<file path="config.mk">
export PLATFORM = sky130hd
export DESIGN_NAME = if_fetch_stage_flat
export DESIGN_NICKNAME = d
export VERILOG_FILES = /design/src/rtl/if_fetch_stage_if.sv /design/src/rtl/if_fetch_stage.sv /design/src/flat_wrapper.sv
export SDC_FILE = /design/constraint.sdc
export NUM_CORES = 1
export LEC_CHECK = 0
export CAP_MARGIN = 30
export CORE_MARGIN = 3
export CORE_UTILIZATION = 39
export DETAILED_ROUTE_END_ITERATION = 6
export MAX_ROUTING_LAYER = met4
export PLACE_DENSITY = 0.81
export SYNTH_ARGS = -nofsm -noshare
export SYNTH_HDL_FRONTEND = slang
export SYNTH_SLANG_ARGS = --single-unit
</file>
<file path="constraint.sdc">
create_clock -name clk -period 2.9 [get_ports clk]
set_input_delay 0.435 -clock clk [delete_from_list [all_inputs] [get_ports clk]]
set_output_delay 0.435 -clock clk [all_outputs]
set_load 0.01 [all_outputs]
</file>
<file path="src/rtl/if_fetch_stage_if.sv">
// Bus bundle between the fetch stage, instruction memory, hazard unit and IF/ID register.
interface if_fetch_stage_if;
    localparam int unsigned AW = 8;
    localparam int unsigned DW = 32;
    localparam int unsigned CW = 16;

    logic          LE;
    logic          Branch_Taken;
    logic [AW-1:0] Target_Addr;
    logic          Squash_Delay;
    logic [DW-1:0] Inst_Mem_Data;
    logic [AW-1:0] Inst_Mem_Addr;
    logic [DW-1:0] Inst_out;
    logic [AW-1:0] PC_Front_out;
    logic [AW-1:0] PC_Back_out;
    logic          Valid_out;
    logic [CW-1:0] Fetch_Count;

    modport master (
        output LE, Branch_Taken, Target_Addr, Squash_Delay, Inst_Mem_Data,
        input  Inst_Mem_Addr, Inst_out, PC_Front_out, PC_Back_out, Valid_out, Fetch_Count
    );

    modport slave (
        input  LE, Branch_Taken, Target_Addr, Squash_Delay, Inst_Mem_Data,
        output Inst_Mem_Addr, Inst_out, PC_Front_out, PC_Back_out, Valid_out, Fetch_Count
    );
endinterface

</file>
<file path="src/rtl/if_fetch_stage.sv">
// PA-RISC instruction-fetch stage: PC front/back queue with delayed branching,
// optional delay-slot squash, stall hold with captured redirects, and a fetch counter.
module if_fetch_stage #(
    parameter logic [7:0] RESET_PCF = 8'd0
) (
    input  logic             clk,
    input  logic             Reset,
    if_fetch_stage_if.slave  bus
);
    localparam int unsigned AW = 8;
    localparam int unsigned DW = 32;
    localparam int unsigned CW = 16;
    localparam logic [AW-1:0] ALIGN_MASK = AW'(8'hFC);
    localparam logic [CW-1:0] CNT_MAX    = CW'(16'hFFFF);

    typedef enum logic [1:0] {
        BOOT = 2'd0,
        RUN  = 2'd1,
        HOLD = 2'd2
    } state_e;

    state_e        state_q, state_d;
    logic [AW-1:0] pcf_q, pcf_d;
    logic [AW-1:0] pcb_q, pcb_d;
    logic          squash_q, squash_d;
    logic          pend_q, pend_d;
    logic [AW-1:0] pend_tgt_q, pend_tgt_d;
    logic          pend_sq_q, pend_sq_d;
    logic [CW-1:0] fetch_cnt_q, fetch_cnt_d;

    logic          running_c;
    logic          advance_c;
    logic          redirect_c;
    logic [AW-1:0] redir_tgt_c;
    logic          redir_sq_c;
    logic          valid_c;
    logic [DW-1:0] inst_c;

    always_ff @(posedge clk) begin
        if (Reset) begin
            state_q     <= BOOT;
            pcf_q       <= RESET_PCF;
            pcb_q       <= RESET_PCF + AW'(4);
            squash_q    <= 1'b0;
            pend_q      <= 1'b0;
            pend_tgt_q  <= '0;
            pend_sq_q   <= 1'b0;
            fetch_cnt_q <= '0;
        end else begin
            state_q     <= state_d;
            pcf_q       <= pcf_d;
            pcb_q       <= pcb_d;
            squash_q    <= squash_d;
            pend_q      <= pend_d;
            pend_tgt_q  <= pend_tgt_d;
            pend_sq_q   <= pend_sq_d;
            fetch_cnt_q <= fetch_cnt_d;
        end
    end

    // BOOT always leaves after one cycle; afterwards LE picks RUN vs HOLD.
    always_comb begin
        state_d = state_q;
        unique case (state_q)
            BOOT:      state_d = RUN;
            RUN, HOLD: state_d = bus.LE ? RUN : HOLD;
            default:   state_d = BOOT;
        endcase
    end

    // A live redirect takes priority over one captured during a stall.
    always_comb begin
        running_c   = (state_q != BOOT);
        advance_c   = running_c && bus.LE;
        redirect_c  = bus.Branch_Taken || pend_q;
        redir_tgt_c = bus.Branch_Taken ? (bus.Target_Addr & ALIGN_MASK) : pend_tgt_q;
        redir_sq_c  = bus.Branch_Taken ? bus.Squash_Delay : pend_sq_q;

        pcf_d       = pcf_q;
        pcb_d       = pcb_q;
        squash_d    = squash_q;
        pend_d      = pend_q;
        pend_tgt_d  = pend_tgt_q;
        pend_sq_d   = pend_sq_q;
        fetch_cnt_d = fetch_cnt_q;

        if (advance_c) begin
            pcf_d    = pcb_q;
            pcb_d    = redirect_c ? redir_tgt_c : pcb_q + AW'(4);
            squash_d = redirect_c && redir_sq_c;
            pend_d   = 1'b0;
            if (valid_c && (fetch_cnt_q != CNT_MAX))
                fetch_cnt_d = fetch_cnt_q + CW'(1);
        end else if (running_c && bus.Branch_Taken) begin
            pend_d     = 1'b1;
            pend_tgt_d = bus.Target_Addr & ALIGN_MASK;
            pend_sq_d  = bus.Squash_Delay;
        end
    end

    always_comb begin
        valid_c = (state_q != BOOT) && !squash_q;
        inst_c  = valid_c ? bus.Inst_Mem_Data : '0;
    end

    assign bus.Inst_Mem_Addr = pcf_q;
    assign bus.PC_Front_out  = pcf_q;
    assign bus.PC_Back_out   = pcb_q;
    assign bus.Valid_out     = valid_c;
    assign bus.Inst_out      = inst_c;
    assign bus.Fetch_Count   = fetch_cnt_q;
endmodule

</file>
<file path="src/flat_wrapper.sv">
// flat-port wrapper written by rule: the top's interface ports become plain ports
module if_fetch_stage_flat 
#(
    parameter logic [7:0] RESET_PCF = 8'd0
)
  (clk, Reset, bus_LE, bus_Branch_Taken, bus_Target_Addr, bus_Squash_Delay, bus_Inst_Mem_Data, bus_Inst_Mem_Addr, bus_Inst_out, bus_PC_Front_out, bus_PC_Back_out, bus_Valid_out, bus_Fetch_Count);
  if_fetch_stage_if bus_i ();
  input  logic clk;
  input  logic Reset;
  input wire logic [$bits(bus_i.LE)-1:0] bus_LE;
  input wire logic [$bits(bus_i.Branch_Taken)-1:0] bus_Branch_Taken;
  input wire logic [$bits(bus_i.Target_Addr)-1:0] bus_Target_Addr;
  input wire logic [$bits(bus_i.Squash_Delay)-1:0] bus_Squash_Delay;
  input wire logic [$bits(bus_i.Inst_Mem_Data)-1:0] bus_Inst_Mem_Data;
  output wire logic [$bits(bus_i.Inst_Mem_Addr)-1:0] bus_Inst_Mem_Addr;
  output wire logic [$bits(bus_i.Inst_out)-1:0] bus_Inst_out;
  output wire logic [$bits(bus_i.PC_Front_out)-1:0] bus_PC_Front_out;
  output wire logic [$bits(bus_i.PC_Back_out)-1:0] bus_PC_Back_out;
  output wire logic [$bits(bus_i.Valid_out)-1:0] bus_Valid_out;
  output wire logic [$bits(bus_i.Fetch_Count)-1:0] bus_Fetch_Count;
  assign bus_i.LE = bus_LE;
  assign bus_i.Branch_Taken = bus_Branch_Taken;
  assign bus_i.Target_Addr = bus_Target_Addr;
  assign bus_i.Squash_Delay = bus_Squash_Delay;
  assign bus_i.Inst_Mem_Data = bus_Inst_Mem_Data;
  assign bus_Inst_Mem_Addr = bus_i.Inst_Mem_Addr;
  assign bus_Inst_out = bus_i.Inst_out;
  assign bus_PC_Front_out = bus_i.PC_Front_out;
  assign bus_PC_Back_out = bus_i.PC_Back_out;
  assign bus_Valid_out = bus_i.Valid_out;
  assign bus_Fetch_Count = bus_i.Fetch_Count;
  if_fetch_stage #(.RESET_PCF(RESET_PCF)) u_core (.clk(clk), .Reset(Reset), .bus(bus_i));
endmodule
</file>
* Word-level counts from Yosys, hierarchy flattened
Index checks and enable logic that the tools add are counted.
** Operators by class
- Reduce and logical (&&, ||, !) cells :: 13
- Order comparisons :: 0
- Shifts and indexed selects :: 0
- Multiply operators :: 0
- Mux-type cells :: 6
- Divide/modulo/power cells :: 0
- Bitwise logic cells :: 1
- Add/sub/neg operators :: 2
- Equality and inequality tests :: 3
** Operators by type and width (count)
- $mux 32 :: 1
- $add 16x1->16 const B :: 1
- $mux 8 :: 2
- $ne 16x16->1 const B :: 1
- $add 8x3->8 const B :: 1
- $logic_and 1x1->1 :: 5
- $pmux 2 s2 :: 1
- $reduce_and 2->1 :: 2
- $reduce_or 2->1 :: 2
- $eq 2x1->1 const B :: 1
- $eq 2x2->1 const B :: 1
- $logic_not 2->1 :: 1
- $mux 2 :: 1
- $reduce_bool 2->1 :: 1
- $logic_not 1->1 :: 1
- $logic_or 1x1->1 :: 1
- $mux 1 :: 1
- $not 1->1 :: 1
** Word-level totals
- Memories :: 0
- Logic and storage cells :: 33
- Bits in read-only memories :: 0
- Input bits :: 45
- RAM bits :: 0
- Bits in latches :: 0
- Register bits after elaboration :: 43

* Depth between registers and ports, before layout
Gate-level depths: netlist of run 1.
- Depth in word-level cells :: 4
- Mapped depth :: 7
- Depth with buffers taken out :: 6

* Worst setup path after synthesis of run 1
Ideal clock, no wire load.
- Kind :: reg-to-reg
- From :: reg u_core.state_q[0]
- To :: reg u_core.fetch_cnt_q[13], in the netlist u_core.bus.Fetch_Count[13]
- Period minus slack after synthesis :: 2.244 ns
- Setup slack :: 0.656 ns
- Path buffers :: 1
- Data arrival time :: 2.174 ns
- Library setup time :: 0.070 ns
- Cell stages (with the launch flop) :: 8
- Data required time :: 2.830 ns
- Cell sequence :: dfxtp_1 > inv_1 > ha_1 > or3b_1 > buf_2 > or4_4 > or4_1 > a21oi_1
** Between the ends
- Word-level cells in the longest chain between the ends :: 4
- Elaborated cells between the ends (all ways) :: 5
- Classes of those cells :: reduce/logical: 5
** Ends and longest elaborated chain
- from (decl) :: RTL line if_fetch_stage.sv:22 : state_e state_q, state_d;
- from (signal assigned) :: RTL line if_fetch_stage.sv:50 : state_q <= state_d;
- $reduce_bool 2->1 (*) :: RTL line if_fetch_stage.sv:73, if_fetch_stage.sv:102
- $logic_and 1x1->1 :: RTL line if_fetch_stage.sv:102 : valid_c = (state_q != BOOT) && !squash_q;
- $logic_and 1x1->1 :: RTL line if_fetch_stage.sv:92 : if (valid_c && (fetch_cnt_q != CNT_MAX))
- $reduce_and 2->1 (no line) (*)
- to (signal assigned) :: RTL line if_fetch_stage.sv:57 : fetch_cnt_q <= fetch_cnt_d;
- to (decl) :: RTL line if_fetch_stage.sv:29 : logic [CW-1:0] fetch_cnt_q, fetch_cnt_d;
Mark *: on every way between the ends. The rest lies on a longest branch, timed or not.
A chain may end at the register's enable or synchronous reset.

* Final worst setup path of run 1
- From :: reg u_core.state_q[0]
- To :: out bus_Inst_out[21]
** Between the ends
- Word-level cells in the longest chain between the ends :: 3
** Ends and longest elaborated chain
- $reduce_bool 2->1 :: RTL line if_fetch_stage.sv:102
- $logic_and 1x1->1 :: RTL line if_fetch_stage.sv:102
- $mux 32 :: RTL line if_fetch_stage.sv:103 : inst_c = valid_c ? bus.Inst_Mem_Data : '0;
- to (decl) :: RTL line flat_wrapper.sv:16 : output wire logic [$bits(bus_i.Inst_out)-1:0] bus_Inst_out;
No other way between the ends.

==> results_dict.tcl, run 1 <==
set metrics [dict create \
    cp.arrival_ns 2.09 \
    tritoncts "built" \
    path_max_fanout 33 \
    clk_path_buf_depth 2 \
    synth-edff-count 0 \
    diodes 0 \
    critical_path.startpoint "u_core.state_q[0]" \
    fin_crit_ns 2.52 \
    synth_compound_area_frac 0.154 \
    yosysTopAreaCellShare 0.362 \
    clk_pin_slew_ns 0.07 \
    grt_pass1_vias 2176 \
    slew_viol_final 0 \
    status "finished, final reports clean" \
    synthSimpleGateAreaFrac 0.324 \
    syn_area_um2 2160 \
    synth_mux_area_frac 0.0481 \
    cts-root-buf "clkbuf_8" \
    tns_ns 0 \
    ios 118 \
    rsz0062_at_grt "no" \
    period_share 0.871 \
    timing.rr.start "u_core.state_q[0]" \
    insertion_delay_ns 0.29 \
    htreeDepth 2 \
    nFillCells 449 \
    core-area_um2 5240 \
    synthTopCellsByArea "dfxtp_1 36%, and2_1 9.3%, a21oi_1 6.3%, nand2_1 5.6%, buf_4 4.2%" \
    fin_nets 425 \
    gr-total-overflow 0 \
    clock_sinks 39 \
    r2r_setup_slack_ns 0.61 \
    synthFlopType "dfxtp_1" \
    final_hold_viol_count 0 \
    post-route-worst-setup-slack_ns 0.375 \
    regArea_um2 781 \
    crit_slowest_cell "clkdlybuf4s50_1" \
    maxCapViolCount 0 \
    route.detailed.drc 0 \
    cts_setup_buffers 0 \
    grt_util_all_layers 0.189 \
    synth_fa_ha_area_frac 0.0232 \
    die_x_um 80.4 \
    synth.most_common_cell "dfxtp_1" \
    pwr_density_cell_nw_per_um2 397 \
    drive_gt1_frac 0.0479 \
    cp-start-kind "flip-flop" \
    netlist_instances 277 \
    route.vias.total 2289 \
    firstDrtPassIters 4 \
    crit_buf_inv 3 \
    buffer_ports.inserted 109 \
    seq_area_frac_synth 0.362 \
    ys_warn_count 0 \
    slowest_delay_ns 0.54 \
    ys_top_cells_by_count "39 x dfxtp_1, 32 x and2_1, 32 x nand2_1, 27 x a21oi_1" \
    tightest_slew_ns 0.732 \
    place.gp.congestion 0.875 \
    start_util 0.412 \
    area_growth_syn_to_layout_pct 55.3 \
    async_flop_share 0 \
    synth-xor-area-share 0.00406 \
    p_leak_nw 1.16 \
    cp_top_family "buffers and inverters" \
    cp_cell_sequence "inv_1 -> ha_1 -> nor2_1 -> buf_4 -> and2_1 -> clkdlybuf4s50_1" \
    wirelength_um 5900 \
    multiInputGateArea_um2 1220 \
    fmaxAchievable_ghz 0.396 \
    hp-start "u_core.bus.Inst_Mem_Addr[3]" \
    dp_slack_ns 0.384 \
    via_per_inst 5.13 \
    criticalPathCategory "reg2out" \
    place_area_um2 3260 \
    setup_viol 0 \
    antenna_found_initial 0 \
    p_total_mw 1.33 \
    synth_cell_types 42 \
    postRouteAntennaNets 0 \
    yosysTopAreaCell "dfxtp_1" \
    dp_hpwl_um 4560 \
    slew_headroom 0.511 \
    grt_max_degree 43 \
    grt_first_pass_wirelength_um 9670 \
    ys_ff_latch 39 \
    design_area_um2 3350 \
    cp.required_ns 2.47 \
    cts_resized 0 \
    fin_skew_ns 0.00390 \
    end_kind "primary output" \
    avgSynthCellArea_um2 7.79 \
    dieArea_um2 6460 \
    rows 26 \
    routedWlPerCell_um 13.2 \
    hold_path.class "reg2reg" \
    synth_top_family_by_area "simple AND/OR/NAND/NOR gates" \
    cts_buffers 5 \
    drt_iter0_drc 161 \
    die_y_um 80.4 \
    ir_drop_uv 169 \
    postCtsHoldBufs 0 \
]
==> cell usage in the layout, fill, tap and decap left out, types with 2 or more instances in the layout <==
cell	n
ha_1	4
conb_1	6
and2_1	32
inv_1	4
mux2i_1	7
nand4_1	5
or3b_1	2
buf_4	8
a21oi_1	27
mux2_1	3
nor2b_1	5
dfxtp_1	39
nor3_1	4
clkdlybuf4s50_1	109
o21ai_1	10
nor2_1	16
nor3b_1	2
nor4_1	4
nand2_1	32
o21ai_0	9
or4_1	6
o31ai_1	6
clkbuf_8	6
or3_1	6
and4_1	2
nand3_1	6
==> flip-flops by register name, summed over array words and instances, names as in the netlist <==
register and flops:
u_core.bus.Fetch_Count 16, u_core.pend_tgt_q 6, u_core.state_q 2, u_core.bus.Inst_Mem_Addr 6, u_core.bus.PC_Back_out 6, u_core.pend_sq_q 1, u_core.squash_q 1, u_core.pend_q 1
==> logic make-up (layout without fill, tap and decap cells) <==
kind of cell             count (synthesis)  in the layout
flip-flops                              39             39
adder cells (fa/ha/maj)                  4              4
other                                    1              6
AND/OR/NAND/NOR                        128            128
XOR/XNOR                                 1              1
multiplexers                            10             10
buffers and inverters                   35            129
AO/OA/AOI/OAI                           59             59
==> per-layer routing <==
metal	up-vias	wire length [um]	global-route usage
met3	8	405	0.0426
met4	0	87	0.0524
li1	1150	-	-
met1	1033	2500	0.222
met2	98	2910	0.322
met5	-	0	-
==> metrics by stage <==
step | hold WS [ns] | std cells | util
2_1_floorplan | 0.460 | 282 | -
3_3_place_gp | 0.455 | 439 | 0.623
3_5_place_dp | 0.463 | 439 | 0.623
4_1_cts | 0.473 | 446 | 0.640
5_1_grt | 0.504 | 446 | 0.640
6_report | 0.471 | 446 | 0.640
==> worst min-delay path: cells and delay by family (launching register included) <==
family / cells / cell delay (ns)
DFF: 1 / 0.32
and+or+nand+nor: 1 / 0.05
AOI/OAI and AO/OA: 1 / 0.05
==> final cells by class <==
| cell class | count | share of cell area |
|---|---|---|
| flip-flops and latches | 39 | 0.233 |
| repair buffers | 117 | 0.344 |
| clock inverters | 1 | 0.00149 |
| multi-input cells | 208 | 0.365 |
| inverters | 5 | 0.00560 |
| well taps | 70 | 0.0261 |
| clock buffers | 6 | 0.0247 |
==> final timing paths <==
kind	endpoint	cells past startpoint
max	bus_Inst_out[21]	6
min	u_core.bus.Inst_Mem_Addr[3]	2
max reg2reg	u_core.bus.Fetch_Count[13]	6
min reg2reg	u_core.bus.Inst_Mem_Addr[3]	2
==> power breakdown <==
part,switching (mW),internal [mW]
clock,0.178,0.186
combinational,0.166,0.222
sequential,0.0226,0.555
total,0.367,0.964
No activity file was read; power rests on OpenSTA's default activity.
==> run 2, diff against run 1 <==
SKIP_LAST_GASP = 1   (was default)
==> results of run 2 <==
No change in the layout: final DEF, timing and power equal those of run 1.
